`src/rtl/imm_extend_pipe_pkg.sv`:
```
// rtl/imm_extend_pipe_pkg.sv - shared mode codes and default widths for the immediate extender
package imm_extend_pipe_pkg;

  localparam int DEF_SIZE_IN  = 16;
  localparam int DEF_SIZE_OUT = 32;

  typedef enum logic [1:0] {
    MODE_ZX   = 2'b00,
    MODE_SX   = 2'b01,
    MODE_LU   = 2'b10,
    MODE_SXSH = 2'b11
  } ext_mode_e;

endpackage

```
`src/rtl/imm_extend_pipe_ext_core.sv`:
```
// rtl/imm_extend_pipe_ext_core.sv - combinational immediate extension mode mux
module imm_extend_pipe_ext_core
  import imm_extend_pipe_pkg::*;
#(
  parameter int SIZE_IN  = DEF_SIZE_IN,
  parameter int SIZE_OUT = DEF_SIZE_OUT,
  parameter int SHIFT    = 2
) (
  input  logic [1:0]          mode_i,
  input  logic [SIZE_IN-1:0]  imm_i,
  output logic [SIZE_OUT-1:0] ext_o
);

  localparam int E = SIZE_OUT - SIZE_IN;

  logic [SIZE_OUT-1:0] zx;
  logic [SIZE_OUT-1:0] sx;
  logic [SIZE_OUT-1:0] lu;

  assign zx = {{E{1'b0}}, imm_i};
  assign sx = {{E{imm_i[SIZE_IN-1]}}, imm_i};
  assign lu = {imm_i, {E{1'b0}}};

  // Select the widened value; the shifted form drops bits shifted past the MSB
  always_comb begin
    ext_o = zx;
    case (ext_mode_e'(mode_i))
      MODE_ZX:   ext_o = zx;
      MODE_SX:   ext_o = sx;
      MODE_LU:   ext_o = lu;
      MODE_SXSH: ext_o = sx << SHIFT;
      default:   ext_o = zx;
    endcase
  end

endmodule

```
`src/rtl/imm_extend_pipe.sv`:
```
// rtl/imm_extend_pipe.sv - pipelined immediate extender with output FIFO and flush
module imm_extend_pipe
  import imm_extend_pipe_pkg::*;
#(
  parameter int SIZE_IN  = DEF_SIZE_IN,
  parameter int SIZE_OUT = DEF_SIZE_OUT,
  parameter int SHIFT    = 2,
  parameter int DEPTH    = 2,
  parameter int TAG_W    = 5,
  localparam int CNT_W   = $clog2(DEPTH + 1)
) (
  input  logic                clk,
  input  logic                rst_n,
  input  logic                flush,
  input  logic                in_valid,
  output logic                in_ready,
  input  logic [1:0]          in_mode,
  input  logic [SIZE_IN-1:0]  in_imm,
  input  logic [TAG_W-1:0]    in_tag,
  output logic                out_valid,
  input  logic                out_ready,
  output logic [SIZE_OUT-1:0] out_data,
  output logic [TAG_W-1:0]    out_tag,
  output logic [CNT_W-1:0]    count
);

  localparam int PTR_W = (DEPTH > 1) ? $clog2(DEPTH) : 1;
  localparam int ENT_W = SIZE_OUT + TAG_W;
  localparam logic [PTR_W-1:0] PTR_LAST = PTR_W'(DEPTH - 1);
  localparam logic [CNT_W-1:0] CNT_FULL = CNT_W'(DEPTH);

  logic [ENT_W-1:0]    mem_q [DEPTH];
  logic [PTR_W-1:0]    wr_q, wr_d;
  logic [PTR_W-1:0]    rd_q, rd_d;
  logic [CNT_W-1:0]    count_q, count_d;
  // Forces zero on the output after reset until the first entry lands,
  // since storage itself is never cleared
  logic                zero_q, zero_d;
  logic [SIZE_OUT-1:0] ext;
  logic [ENT_W-1:0]    head;
  logic                push;
  logic                pop;

  imm_extend_pipe_ext_core #(
    .SIZE_IN  (SIZE_IN),
    .SIZE_OUT (SIZE_OUT),
    .SHIFT    (SHIFT)
  ) u_ext_core (
    .mode_i (in_mode),
    .imm_i  (in_imm),
    .ext_o  (ext)
  );

  // in_ready depends only on the registered count, so a full FIFO refuses a push even when popping
  assign in_ready  = (count_q < CNT_FULL);
  assign out_valid = (count_q != '0);
  assign push      = in_valid && in_ready;
  assign pop       = out_valid && out_ready;
  assign count     = count_q;
  assign head      = mem_q[rd_q];
  assign out_data  = zero_q ? '0 : head[ENT_W-1:TAG_W];
  assign out_tag   = zero_q ? '0 : head[TAG_W-1:0];

  // Pointer and occupancy next state; flush overrides push and pop
  always_comb begin
    wr_d    = wr_q;
    rd_d    = rd_q;
    count_d = count_q;
    zero_d  = zero_q;
    if (flush) begin
      wr_d    = '0;
      rd_d    = '0;
      count_d = '0;
    end else begin
      if (push) begin
        wr_d   = (wr_q == PTR_LAST) ? '0 : wr_q + 1'b1;
        zero_d = 1'b0;
      end
      if (pop) begin
        rd_d = (rd_q == PTR_LAST) ? '0 : rd_q + 1'b1;
      end
      case ({push, pop})
        2'b10:   count_d = count_q + 1'b1;
        2'b01:   count_d = count_q - 1'b1;
        default: count_d = count_q;
      endcase
    end
  end

  // Control state register with synchronous active-low reset
  always_ff @(posedge clk) begin
    if (!rst_n) begin
      wr_q    <= '0;
      rd_q    <= '0;
      count_q <= '0;
      zero_q  <= 1'b1;
    end else begin
      wr_q    <= wr_d;
      rd_q    <= rd_d;
      count_q <= count_d;
      zero_q  <= zero_d;
    end
  end

  // Entry storage; written on accepted pushes only, never cleared
  always_ff @(posedge clk) begin
    if (rst_n && !flush && push) begin
      mem_q[wr_q] <= {ext, in_tag};
    end
  end

endmodule

```
`config.mk`:
```
export PLATFORM = sky130hd
export DESIGN_NAME = imm_extend_pipe
export DESIGN_NICKNAME = d
export VERILOG_FILES = /design/src/rtl/imm_extend_pipe_pkg.sv /design/src/rtl/imm_extend_pipe_ext_core.sv /design/src/rtl/imm_extend_pipe.sv
export SDC_FILE = /design/constraint.sdc
export NUM_CORES = 1
export LEC_CHECK = 0
export CORE_ASPECT_RATIO = 1.25
export CORE_MARGIN = 2
export CORE_UTILIZATION = 35
export CTS_CLUSTER_DIAMETER = 50
export DETAILED_ROUTE_END_ITERATION = 8
export DONT_BUFFER_PORTS = 1
export GPL_TIMING_DRIVEN = 0
export SLEW_MARGIN = 20
export SYNTH_ARGS = -nofsm -noshare
export SYNTH_HDL_FRONTEND = slang
export SYNTH_SLANG_ARGS = --single-unit
export TNS_END_PERCENT = 10
```
`constraint.sdc`:
```
create_clock -name clk -period 5.6 [get_ports clk]
set_input_delay 1.4 -clock clk [delete_from_list [all_inputs] [get_ports clk]]
set_output_delay 1.4 -clock clk [all_outputs]
set_load 0.01 [all_outputs]
```
## Word-level counts from Yosys, hierarchy flattened

Memories as Yosys holds them, arrays and structs flattened. A register that Yosys moved wholly into a read port is not among the register bits.
Index checks and enable logic that the tools add are counted.

| cells by class | value |
|---|---|
| add/subtract/negate cells | 4 |
| $lt $le $gt $ge | 1 |
| equality and inequality tests | 5 |
| mux-type cells | 10 |
| bitwise gates (word level) | 2 |
| reductions and logical operators | 10 |

Operators with widths:

| kind | number |
|---|---|
| $pmux W32 S4 | 1 |
| $mux W32 | 1 |
| $eq A2 B2 Y1 const B | 3 |
| $mux W1 | 6 |
| $mux W5 | 1 |
| $eq A2 B1 Y1 const B | 2 |
| $logic_and A1 B1 Y1 | 4 |
| $pmux W2 S2 | 1 |
| $reduce_bool A2 Y1 | 2 |
| $add A1 B1 Y1 const B | 2 |
| $add A2 B1 Y2 const B | 1 |
| $logic_not A2 Y1 | 1 |
| $lt A2 B2 Y1 const B | 1 |
| $not A1 Y1 | 2 |
| $reduce_and A2 Y1 | 1 |
| $reduce_or A2 Y1 | 1 |
| $sub A2 B1 Y2 const B | 1 |
| $logic_not A1 Y1 | 1 |

| storage, ports and cells | value |
|---|---|
| register bits after elaboration | 5 |
| RAM bits | 74 |
| bits of input ports | 28 |
| output and inout port bits | 41 |
| memories | 1 |

Memory list:

| name | words | width | rd ports | clocked after Yosys merged registers in | write ports | line | source |
|---|---|---|---|---|---|---|---|
| mem_q | 2 | 37 | 1 | 1 | 1 | imm_extend_pipe.sv:32 | `logic [ENT_W-1:0] mem_q [DEPTH];` |

## Depth between registers and ports, before layout

Gate-level depths: netlist of run 1.

| depth | value |
|---|---|
| word-level depth | 5 |
| depth in mapped cells | 5 |

## By module

A second synthesis of run 1 with hierarchy kept.

| second synthesis, totals | value |
|---|---|
| cells, all modules | 226 |
| area total of the unflattened synthesis | 3,394.5 um^2 |

By module, submodules not included:

| module | times used | cells each | area an instance (um^2) | sequential area each (um^2) |
|---|---|---|---|---|
| imm_extend_pipe | 1 | 184 | 3,029.2 | 2,342.2 |
| imm_extend_pipe_ext_core | 1 | 42 | 365.4 | 0.0 |

## Least setup slack after synthesis of run 1

OpenSTA, ideal clock, no wires.

| timing | value |
|---|---|
| kind | in2reg |
| start | input port flush |
| end | memory mem_q[0][0] (netlist name) (enable) |
| library setup time | 0.477 ns |
| data arrival time | 4.230 ns |
| data required time | 5.123 ns |
| slack | 0.893 ns |
| stages | 2 |
| buffers on the path | 0 |
| cells stage by stage | nand2b_1 -> nor3_1 |

| between the ends | value |
|---|---|
| word-level cells in the longest chain between the ends | 5 |

RTL lines:

| what | line | source |
|---|---|---|
| start, declared | imm_extend_pipe.sv:14 | `input logic flush,` |
| $logic_not A1 Y1 | imm_extend_pipe.sv:107 | `if (rst_n && !flush && push) begin` |
| $logic_and A1 B1 Y1 (2 in a row) | imm_extend_pipe.sv:107 |  |
| $mux W1 | imm_extend_pipe.sv:107 |  |
| $mux W1 (not written as such) | imm_extend_pipe.sv:108 | `mem_q[wr_q] <= {ext, in_tag};` |
| end, declared | imm_extend_pipe.sv:32 |  |

Every way passes these cells.

==> results of run 1 <==
==> routing by layer <==
metal  global-route usage [%]  part of all wire, %  vias to the layer above
li1                         -                    -                      938
met5                        0                    0                        -
met1                     16.9                   45                      887
met3                     5.13                  5.6                        6
met2                     21.8                   48                       44
met4                     6.27                  1.3                        0
==> metrics by stage <==
step / instance area [µm²] / hold WS, ns
after floorplan: 3400 / 0.481
after CTS: 3920 / 0.531
after global placement: 3550 / 0.501
after global routing: 3920 / 0.580
final: 3920 / 0.540
after detailed placement: 3630 / 0.510
==> area by class of cell <==
class / count / area [µm²] / area share [%]
repair buffers: 8 / 67.6 / 1.72
well taps: 126 / 158 / 4.02
inverters: 16 / 60.1 / 1.53
flip-flops and latches: 80 / 2340 / 59.8
plain buffers: 14 / 76.3 / 1.95
clock inverters: 7 / 61.3 / 1.56
multi-input cells: 146 / 928 / 23.7
clock buffers: 9 / 225 / 5.75
==> kinds of logic after synthesis <==
kind of cell | count (synthesis) | synth area share [%]
flip-flops | 80 | 69.0
AO/OA/AOI/OAI | 33 | 5.97
adder cells (fa/ha/maj) | 1 | 0.368
AND/OR/NAND/NOR | 70 | 8.47
XOR/XNOR | 4 | 1.03
buffers and inverters | 30 | 4.02
multiplexers | 38 | 11.2
==> placed cells by master (no fill, tap or decap) <==
master | synthesis | layout
sky130_fd_sc_hd__and2_1 | 1 | 1
sky130_fd_sc_hd__and2_0 | 1 | 1
sky130_fd_sc_hd__bufinv_16 | 0 | 1
sky130_fd_sc_hd__inv_6 | 0 | 1
sky130_fd_sc_hd__o21a_1 | 1 | 1
sky130_fd_sc_hd__buf_2 | 4 | 4
sky130_fd_sc_hd__mux2i_1 | 38 | 38
sky130_fd_sc_hd__or2_2 | 1 | 1
sky130_fd_sc_hd__o21ai_0 | 16 | 16
sky130_fd_sc_hd__nor3_2 | 0 | 2
sky130_fd_sc_hd__ha_1 | 1 | 1
sky130_fd_sc_hd__clkbuf_1 | 3 | 3
sky130_fd_sc_hd__or3_1 | 1 | 1
sky130_fd_sc_hd__buf_4 | 5 | 11
sky130_fd_sc_hd__buf_1 | 2 | 2
sky130_fd_sc_hd__nor2b_1 | 3 | 3
sky130_fd_sc_hd__inv_1 | 16 | 16
sky130_fd_sc_hd__clkinvlp_4 | 0 | 1
sky130_fd_sc_hd__xnor2_1 | 3 | 3
sky130_fd_sc_hd__xor2_1 | 1 | 1
sky130_fd_sc_hd__a21o_1 | 14 | 14
sky130_fd_sc_hd__nor2_1 | 44 | 44
sky130_fd_sc_hd__edfxtp_1 | 74 | 74
sky130_fd_sc_hd__dfxtp_1 | 6 | 6
sky130_fd_sc_hd__nand2_1 | 15 | 15
sky130_fd_sc_hd__nand2b_1 | 2 | 2
sky130_fd_sc_hd__a21oi_1 | 2 | 2
sky130_fd_sc_hd__buf_6 | 0 | 2
sky130_fd_sc_hd__clkbuf_16 | 0 | 9
sky130_fd_sc_hd__clkinv_1 | 0 | 4
==> worst max-delay path by stage <==
| stage | startpoint | endpoint | depth (start not counted) |
|---|---|---|---|
| after floorplan | flush | mem_q[0][0]$_DFFE_PP_ | 2 |
| final | flip-flop | out_data[16] | 4 |
| after global placement | flush | mem_q[1][27]$_DFFE_PP_ | 2 |
| after global routing | zero_q$_SDFFE_PN1P_ | out_tag[2] | 3 |
| after CTS | zero_q$_SDFFE_PN1P_ | out_data[17] | 3 |
| after detailed placement | flush | mem_q[1][33]$_DFFE_PP_ | 3 |
==> tightest hold or removal path, stage by stage (launching register included) <==
cell and delay, ns:
sky130_fd_sc_hd__dfxtp_1 0.32, sky130_fd_sc_hd__xnor2_1 0.09, sky130_fd_sc_hd__nor2_1 0.09
==> power breakdown <==
part | switching, mW | leakage (nW) | internal [mW] | total (mW)
Clock | 0.216 | 0.136 | 0.340 | 0.556
Combinational | 0.0537 | 0.525 | 0.0280 | 0.0818
Sequential | 0.00435 | 0.728 | 0.671 | 0.675
==> flip-flops by register name, indices dropped and copies added, names as in the netlist, named ones only <==
| signal | flops |
|---|---|
| mem_q | 74 |
| rd_q | 1 |
| zero_q | 1 |
| wr_q | 1 |
| count | 2 |
==> impl_metrics.env, run 1 <==
export IMPL_status="complete, no violations"
export IMPL_cts_tree="built"
export IMPL_ant_nets=0
export IMPL_hpwlAfterDp_um=5070
export IMPL_setup_slack_ns=2.71
export IMPL_reg2reg_setup_slack_ns=3.79
export IMPL_share_of_post_route_cells_with_drive_strength_above_1_pct=11.4
export IMPL_yosys_register_bits=80
export IMPL_total_power_mw=1.31
export IMPL_syn_nets=285
export IMPL_max_clock_freq_mhz=346
export IMPL_initial_antenna_violation_count=0
export IMPL_drt_pre_antenna_iters=4
export IMPL_cp_slowest_cell="sky130_fd_sc_hd__dfxtp_1"
export IMPL_worst_slew_pin_transition_ns=0.655
export IMPL_layout_core_utilization_pct=41.2
export IMPL_hold_end="rd_q$_SDFFE_PP0P_"
export IMPL_synth_cell_area_um2=3400
export IMPL_synth_top_flop_cell="sky130_fd_sc_hd__edfxtp_1"
export IMPL_routed_via_count=1875
export IMPL_final_max_slew_viol_count=0
export IMPL_boundaryPins=69
export IMPL_detailedRoute_firstIterationViolations=84
export IMPL_gpl_wtd_cong=0.753
export IMPL_synth_distinct_cells=24
export IMPL_drt_vias_per_instance=4.62
export IMPL_critical_path_reg2reg_startpoint="count[1]$_SDFFE_PP0P_"
export IMPL_critPathMaxStageDelay_ns=0.32
export IMPL_initial_utilization_pct=35.7
export IMPL_flow_area_growth_from_synthesis_pct=15.4
export IMPL_place_inst=390
export IMPL_synth_enable_flop_cells=74
export IMPL_worstHoldStart="rd_q$_SDFFE_PP0P_"
export IMPL_finish_cell_count_without_fillers=406
export IMPL_hold_path_cell_count=2
export IMPL_fillers=932
export IMPL_critical_path_most_common_cell="sky130_fd_sc_hd__buf_4"
export IMPL_avgSynthCellArea_um2=13.3
export IMPL_grt_first_pass_wirelength_um=10600
export IMPL_synth_seq_area_share_pct=69.0
export IMPL_syn_instance_count=256
export IMPL_maxCapViolations=0
export IMPL_floorplan_die_height_um=114
export IMPL_detail_route_drc_violations=0
export IMPL_critPathBufInv=2
export IMPL_worstRegToRegCells=3
export IMPL_shortest_period_the_worst_path_allows_ns=2.89
export IMPL_cts_sinks=80
export IMPL_slew_limit_headroom_pct=56.1
export IMPL_setup_violations_final=0
export IMPL_total_number_of_yosys_warnings=0
export IMPL_clock_path_buffers=2
export IMPL_final_setup_skew_ns=0.00499
export IMPL_synth_top_cells_by_area="sky130_fd_sc_hd__edfxtp_1, sky130_fd_sc_hd__mux2i_1, sky130_fd_sc_hd__nor2_1, sky130_fd_sc_hd__dfxtp_1, sky130_fd_sc_hd__a21o_1"
export IMPL_worst_ep_required_time_ns=4.20
export IMPL_cellLeakagePower_nw=1.39
export IMPL_yosysTopAreaCell="sky130_fd_sc_hd__edfxtp_1"
export IMPL_io_buffers=0
export IMPL_dieWidth_um=92.1
export IMPL_path_class="flip-flop to primary output"
export IMPL_place_ws_ns=2.72
export IMPL_maximum_number_of_pins_on_one_net_before_global_route_repair=14
export IMPL_cts_made_buffers=9
export IMPL_power_density_of_the_placed_cells_nw_per_um2=335
export IMPL_wl_per_cell_um=16.8
export IMPL_synth_top_area_share_pct=65.4
export IMPL_wirelength_um=6810
export IMPL_cts_repair_timing_setup_buffer_count=0
export IMPL_ctsResizeCount=0
export IMPL_vias_in_the_first_global_route=1927
export IMPL_post_synth_most_frequent_cells="sky130_fd_sc_hd__edfxtp_1, sky130_fd_sc_hd__nor2_1, sky130_fd_sc_hd__mux2i_1"
export IMPL_yosys_cell_count_top_type="sky130_fd_sc_hd__edfxtp_1"
export IMPL_clock_latency_ns=0.33
export IMPL_cts_hold_fix_buffers=0
export IMPL_grt_overflow_total=0
export IMPL_timing_hold_violations_final=0
export IMPL_cts_root_buffer_cell="sky130_fd_sc_hd__clkbuf_16"
export IMPL_critical_path_top_delay_family="buffers and inverters"
export IMPL_std_cell_rows=40
export IMPL_post_route_fraction_of_the_period_consumed_by_the_critical_path_pct=51.6
export IMPL_max_vdd_ir_drop_uv=166
export IMPL_cp_max_fo=10
export IMPL_synth_async_sr_flop_share_pct=0
export IMPL_worstHoldPathType="flip-flop to flip-flop"
export IMPL_setup_repair_after_global_routing_missed_its_margin="false"
export IMPL_floorplan_die_area_um2=10500
export IMPL_finish_net_count=304
export IMPL_groute_usage_overall_pct=13.8
export IMPL_clk_pin_slew_worst_paths_ns=0.06
export IMPL_r2r_end="mem_q[1][33]$_DFFE_PP_"
export IMPL_crit_path_end_kind="primary output"
export IMPL_core_um2=9510
export IMPL_cts_max_level=3
export IMPL_insertedDiodeCount=0
export IMPL_worst_ep_arrival_time_ns=1.49
export IMPL_path_cells="buf_4 -> buf_4 -> mux2i_1 -> nor2_1"
export IMPL_crit_path_start_kind="flip-flop"
export IMPL_timing_setup_tns_ns=0
Note: power is estimated with default switching activity, not from simulation.
==> run 2: changes to the inputs <==
==> constraint.sdc (replaced) <==
create_clock -name clk -period 2.7 [get_ports clk]
set_input_delay 0.675 -clock clk [delete_from_list [all_inputs] [get_ports clk]]
set_output_delay 0.675 -clock clk [all_outputs]
set_load 0.01 [all_outputs]
==> run 2 against run 1 <==
Net effect: power grew 100%; utilization increased by 0.34 points; sequential power increased by 110%; register-to-register slack worse by 3.1 ns; sequential cell count stayed put; via count grew 3.4%; non-clock buffer count is 4 lower; highest routed layer unchanged.
==> impl_metrics.env, run 2 (same netlist as run 1, synthesis figures left out) <==
export IMPL_status="complete, no violations"
export IMPL_critical_path_reg2reg_startpoint="count[1]$_SDFFE_PP0P_"
export IMPL_critPathMaxStageDelay_ns=0.45
export IMPL_share_of_total_power_in_combinational_logic_pct=6.7
export IMPL_largest_register="mem_q"
export IMPL_largest_register_ffs=74
export IMPL_shortest_period_the_worst_path_allows_ns=2.19
export IMPL_grt_first_pass_wirelength_um=10600
export IMPL_cp_max_fo=10
export IMPL_crit_path_start_kind="flip-flop"
export IMPL_worst_slew_pin_transition_ns=0.764
export IMPL_finish_cell_count_without_fillers=402
export IMPL_gpl_wtd_cong=0.791
export IMPL_power_share_sequential_pct=53.1
export IMPL_critical_path_top_delay_family="buffers and inverters"
export IMPL_floorplan_die_area_um2=10500
export IMPL_finish_net_count=300
export IMPL_cts_hold_fix_buffers=0
export IMPL_wirelength_um=6800
export IMPL_slew_limit_headroom_pct=48.9
export IMPL_vias_in_the_first_global_route=1961
export IMPL_cts_root_buffer_cell="sky130_fd_sc_hd__clkbuf_16"
export IMPL_boundaryPins=69
export IMPL_clk_pin_slew_worst_paths_ns=0.06
export IMPL_r2r_end="mem_q[1][29]$_DFFE_PP_"
export IMPL_flow_area_growth_from_synthesis_pct=16.3
export IMPL_share_of_post_route_cells_with_drive_strength_above_1_pct=10.5
export IMPL_final_cell_mix="sky130_fd_sc_hd__edfxtp_1, sky130_fd_sc_hd__nor2_1, sky130_fd_sc_hd__mux2i_1"
export IMPL_place_area_um2=3690
export IMPL_wl_per_cell_um=16.9
export IMPL_hpwlAfterDp_um=4990
export IMPL_critPathBufInv=2
export IMPL_internal_power_mw=2.06
export IMPL_cts_made_buffers=9
export IMPL_path_class="flip-flop to primary output"
export IMPL_hold_path_cell_count=1
export IMPL_cts_tree="built"
export IMPL_power_density_of_the_placed_cells_nw_per_um2=667
export IMPL_place_inst=386
export IMPL_cts_repair_timing_setup_buffer_count=0
export IMPL_layout_core_utilization_pct=41.6
export IMPL_worstHoldPathType="primary input to flip-flop"
export IMPL_place_ws_ns=0.277
export IMPL_ctsResizeCount=0
export IMPL_crit_path_end_kind="primary output"
export IMPL_net_switching_power_of_the_design_mw=0.572
export IMPL_timing_hold_violations_final=0
export IMPL_post_route_fraction_of_the_period_consumed_by_the_critical_path_pct=81.0
export IMPL_max_vdd_ir_drop_uv=341
export IMPL_maximum_number_of_pins_on_one_net_before_global_route_repair=15
export IMPL_final_setup_skew_ns=0.00368
export IMPL_io_buffers=0
export IMPL_initial_antenna_violation_count=0
export IMPL_routed_via_count=1938
export IMPL_cp_depth=3
export IMPL_detail_route_drc_violations=0
export IMPL_floorplan_die_height_um=114
export IMPL_drt_vias_per_instance=4.82
export IMPL_maxCapViolations=0
export IMPL_insertedDiodeCount=0
export IMPL_dieWidth_um=92.1
export IMPL_worst_ep_required_time_ns=2.03
export IMPL_final_max_slew_viol_count=0
export IMPL_drt_pre_antenna_iters=4
export IMPL_worstRegToRegCells=4
export IMPL_ant_nets=0
export IMPL_setup_slack_ns=0.513
export IMPL_initial_utilization_pct=35.7
export IMPL_fin_area_um2=3950
export IMPL_sw_frac_of_total_pct=21.7
export IMPL_clock_path_buffers=2
export IMPL_most_common_cell_after_layout_fill_and_taps_aside="sky130_fd_sc_hd__edfxtp_1"
export IMPL_detailedRoute_firstIterationViolations=102
export IMPL_setup_violations_final=0
export IMPL_setup_repair_after_global_routing_missed_its_margin="false"
export IMPL_worst_ep_arrival_time_ns=1.51
export IMPL_power_frac_clock_pct=40.1
export IMPL_reg2reg_setup_slack_ns=0.68
export IMPL_clock_latency_ns=0.33
export IMPL_groute_usage_overall_pct=13.8
export IMPL_cellLeakagePower_nw=1.38
export IMPL_std_cell_rows=40
export IMPL_max_clock_freq_mhz=457
export IMPL_total_power_mw=2.64
export IMPL_path_cells="buf_2 -> buf_1 -> nor2_1"
export IMPL_timing_startpoint_of_the_critical_path="zero_q$_SDFFE_PN1P_"
export IMPL_core_um2=9510
export IMPL_cts_max_level=3
export IMPL_cp_slowest_cell="sky130_fd_sc_hd__buf_1"
export IMPL_worst_setup_path_endpoint="out_data[30]"
export IMPL_grt_overflow_total=0
export IMPL_cts_sinks=80
## run 2: cell count changes in the layout (fill, tap and decap cells not counted)
| cell | before | now |
|---|---|---|
| sky130_fd_sc_hd__nor3_4 | 0 | 2 |
| sky130_fd_sc_hd__clkinv_2 | 0 | 1 |
| sky130_fd_sc_hd__buf_4 | 11 | 5 |
| sky130_fd_sc_hd__buf_16 | 0 | 4 |
| sky130_fd_sc_hd__nor3_2 | 2 | 0 |
| sky130_fd_sc_hd__clkinvlp_4 | 1 | 3 |
| sky130_fd_sc_hd__bufinv_16 | 1 | 0 |
| sky130_fd_sc_hd__clkinv_1 | 4 | 3 |
| sky130_fd_sc_hd__buf_6 | 2 | 0 |
| sky130_fd_sc_hd__inv_6 | 1 | 0 |
## run 2: through the flow
stage	TNS, ns	hold slack (ns)
6_report	0	0.409
5_1_grt	0	0.402
4_1_cts	0	0.394
3_5_place_dp	0	0.503
3_3_place_gp	-78.17	0.497
2_1_floorplan	-10.85	0.481
## run 2: worst min path at each step
stage	startpoint	end	slack [ns]
6_report	rst_n	zero_q$_SDFFE_PN1P_	0.41
5_1_grt	rst_n	zero_q$_SDFFE_PN1P_	0.40
4_1_cts	rst_n	zero_q$_SDFFE_PN1P_	0.39
3_5_place_dp	rd_q$_SDFFE_PP0P_	flip-flop	0.50
3_3_place_gp	rd_q$_SDFFE_PP0P_	flip-flop	0.50
2_1_floorplan	rd_q$_SDFFE_PP0P_	flip-flop	0.48
## run 2: cell type report
cell class / count / area [µm²]
Buffer: 14 / 76.3
Clock buffer: 9 / 225
Clock inverter: 7 / 38.8
Fill cell: 906 / 5560
Inverter: 16 / 60.1
Multi-Input combinational cell: 146 / 941
Sequential cell: 80 / 2340
Tap cell: 126 / 158
Timing Repair Buffer: 4 / 110
## run 2: power groups by stage
stage / sequential (mW) / combinational (mW) / clock (mW)
after floorplan: 1.43 / 0.129 / 0
after global placement: 1.43 / 0.166 / 0
after detailed placement: 1.43 / 0.184 / 0
after CTS: 1.40 / 0.184 / 1.09
after global routing: 1.40 / 0.201 / 1.13
final: 1.40 / 0.178 / 1.06
## run 2: metal layers
| metal | global-route usage (%) | routed length, µm | vias up |
|---|---|---|---|
| met2 | 22.7 | 3460 | 47 |
| li1 | - | - | 933 |
| met5 | 0 | 0 | - |
| met1 | 15.9 | 2730 | 952 |
| met3 | 5.53 | 496 | 6 |
| met4 | 6.27 | 110 | 0 |
==> run 3: changes to the inputs <==
==> constraint.sdc (replaced) <==
create_clock -name clk -period 1.9 [get_ports clk]
set_input_delay 0.475 -clock clk [delete_from_list [all_inputs] [get_ports clk]]
set_output_delay 0.475 -clock clk [all_outputs]
set_load 0.01 [all_outputs]
==> run 3 against run 2 <==
Net effect: setup slack worse by 0.43 ns; global-route usage is 0.31 points lower; utilization is 1.0 points higher; highest routed layer unchanged; sequential power is 42% higher; register-to-register slack worse by 0.50 ns; first-iteration DRC count is 18% lower; routed wire length is 1.0% lower; power is 54% higher; largest power group unchanged; critical path depth is 1 higher; combinational power is 47% higher; clock power is 71% higher; sequential cell count stayed put.
==> impl_metrics.env, run 3 (same netlist as run 1, synthesis figures left out) <==
export IMPL_io_buffers=0
export IMPL_worst_ep_arrival_time_ns=1.35
export IMPL_detail_route_drc_violations=0
export IMPL_crit_path_end_kind="primary output"
export IMPL_path_cells="buf_12 -> buf_8 -> mux2i_2 -> nor2_2"
export IMPL_groute_usage_overall_pct=13.5
export IMPL_cts_made_buffers=9
export IMPL_critPathMaxStageDelay_ns=0.35
export IMPL_met3_length_um=512
export IMPL_post_route_fraction_of_the_period_consumed_by_the_critical_path_pct=95.9
export IMPL_largest_register_ffs=74
export IMPL_largest_register="mem_q"
export IMPL_most_common_cell_after_layout_fill_and_taps_aside="sky130_fd_sc_hd__edfxtp_1"
export IMPL_ant_nets=0
export IMPL_final_max_slew_viol_count=0
export IMPL_hpwlAfterDp_um=4950
export IMPL_path_class="flip-flop to primary output"
export IMPL_wirelength_um=6730
export IMPL_clock_path_buffers=2
export IMPL_maximum_number_of_pins_on_one_net_before_global_route_repair=17
export IMPL_wl_per_cell_um=16.7
export IMPL_final_setup_skew_ns=0.00539
export IMPL_routed_via_count=1918
export IMPL_clock_latency_ns=0.34
export IMPL_max_vdd_ir_drop_uv=481
export IMPL_cts_max_level=3
export IMPL_cts_root_buffer_cell="sky130_fd_sc_hd__clkbuf_16"
export IMPL_max_clock_freq_mhz=549
export IMPL_timing_setup_tns_ns=0
export IMPL_worstRegToRegCells=3
export IMPL_initial_utilization_pct=35.7
export IMPL_power_density_of_the_placed_cells_nw_per_um2=1000
export IMPL_top_signal_layer_used="met4"
export IMPL_fillers=902
export IMPL_hold_path_cell_count=1
export IMPL_total_power_mw=4.06
export IMPL_cp_slowest_cell="sky130_fd_sc_hd__dfxtp_1"
export IMPL_finish_net_count=300
export IMPL_gpl_wtd_cong=0.731
export IMPL_critical_path_top_delay_family="flip-flops"
export IMPL_met1Wirelength_um=2600
export IMPL_maxCapViolations=0
export IMPL_std_cell_rows=40
export IMPL_boundaryPins=69
export IMPL_floorplan_die_height_um=114
export IMPL_critPathBufInv=2
export IMPL_grt_first_pass_wirelength_um=10400
export IMPL_detailedRoute_firstIterationViolations=84
export IMPL_insertedDiodeCount=0
export IMPL_setup_violations_final=0
export IMPL_layout_core_utilization_pct=42.6
export IMPL_clk_pin_slew_worst_paths_ns=0.06
export IMPL_worst_slew_pin_transition_ns=0.720
export IMPL_worst_ep_required_time_ns=1.42
export IMPL_core_um2=9510
export IMPL_drt_vias_per_instance=4.77
export IMPL_cts_sinks=80
export IMPL_cp_depth=4
export IMPL_dieWidth_um=92.1
export IMPL_shortest_period_the_worst_path_allows_ns=1.82
export IMPL_grt_overflow_total=0
export IMPL_initial_antenna_violation_count=0
export IMPL_crit_path_start_kind="flip-flop"
export IMPL_detailroute_wirelength_met2_um=3480
export IMPL_final_cell_mix="sky130_fd_sc_hd__edfxtp_1, sky130_fd_sc_hd__mux2i_1, sky130_fd_sc_hd__nor2_1"
export IMPL_cts_repair_timing_setup_buffer_count=0
export IMPL_cts_tree="built"
export IMPL_cts_hold_fix_buffers=0
export IMPL_ctsResizeCount=14
export IMPL_slew_limit_headroom_pct=51.9
export IMPL_cp_max_fo=10
export IMPL_floorplan_die_area_um2=10500
export IMPL_share_of_post_route_cells_with_drive_strength_above_1_pct=17.4
export IMPL_drt_pre_antenna_iters=5
export IMPL_flow_area_growth_from_synthesis_pct=19.1
export IMPL_worstHoldPathType="primary input to flip-flop"
export IMPL_timing_hold_violations_final=0
export IMPL_vias_in_the_first_global_route=1902
export IMPL_setup_repair_after_global_routing_missed_its_margin="false"
export IMPL_status="complete, no violations"
export IMPL_cellLeakagePower_nw=1.41
[run 3: power breakdown]
| group | internal, mW | switching (mW) |
|---|---|---|
| sequential | 1.98 | 0.0141 |
| clock | 1.15 | 0.658 |
| combinational | 0.0937 | 0.167 |
| total | 3.22 | 0.840 |
[run 3: cell type report]
cell class | instances | area (µm²) | share of cell area (%)
clock buffers | 9 | 225 | 5.57
clock inverters | 7 | 96.3 | 2.38
well taps | 126 | 158 | 3.90
flip-flops and latches | 80 | 2340 | 57.9
plain buffers | 14 | 114 | 2.81
repair buffers | 4 | 60.1 | 1.48
multi-input cells | 146 | 991 | 24.5
inverters | 16 | 60.1 | 1.48
[run 3: final timing paths]
| path | slack (ns) | end | startpoint |
|---|---|---|---|
| worst min register to register | 0.52 | flip-flop | rd_q$_SDFFE_PP0P_ |
| worst max register to register | 0.18 | mem_q[1][18]$_DFFE_PP_ | count[1]$_SDFFE_PP0P_ |
| worst min-delay path | 0.20 | zero_q$_SDFFE_PN1P_ | rst_n |
| worst max-delay path | 0.08 | out_data[5] | flip-flop |
[run 3: per-stage QoR]
step	cell area (µm²)	hold WS, ns	cells	setup slack [ns]
global route	4050	0.202	402	0.00862
global placement	3580	0.500	382	-0.665
CTS	4000	0.195	402	-0.0453
floorplan	3430	0.481	256	-0.126
finish	4050	0.201	402	0.0787
detailed placement	3640	0.503	386	0.00764
[run 3: worst register-to-register path: cells and delay by family, from the launching register on]
kind	cells	cell delay (ns)
buffers and inverters	1	0.26
flip-flops	1	0.38
AND/OR/NAND/NOR	2	0.78
[run 3: per-layer routing]
metal | track usage (%) | up-vias
met5 | 0 | -
li1 | - | 934
met3 | 5.27 | 11
met4 | 6.27 | 0
met1 | 15.1 | 915
met2 | 22.8 | 58
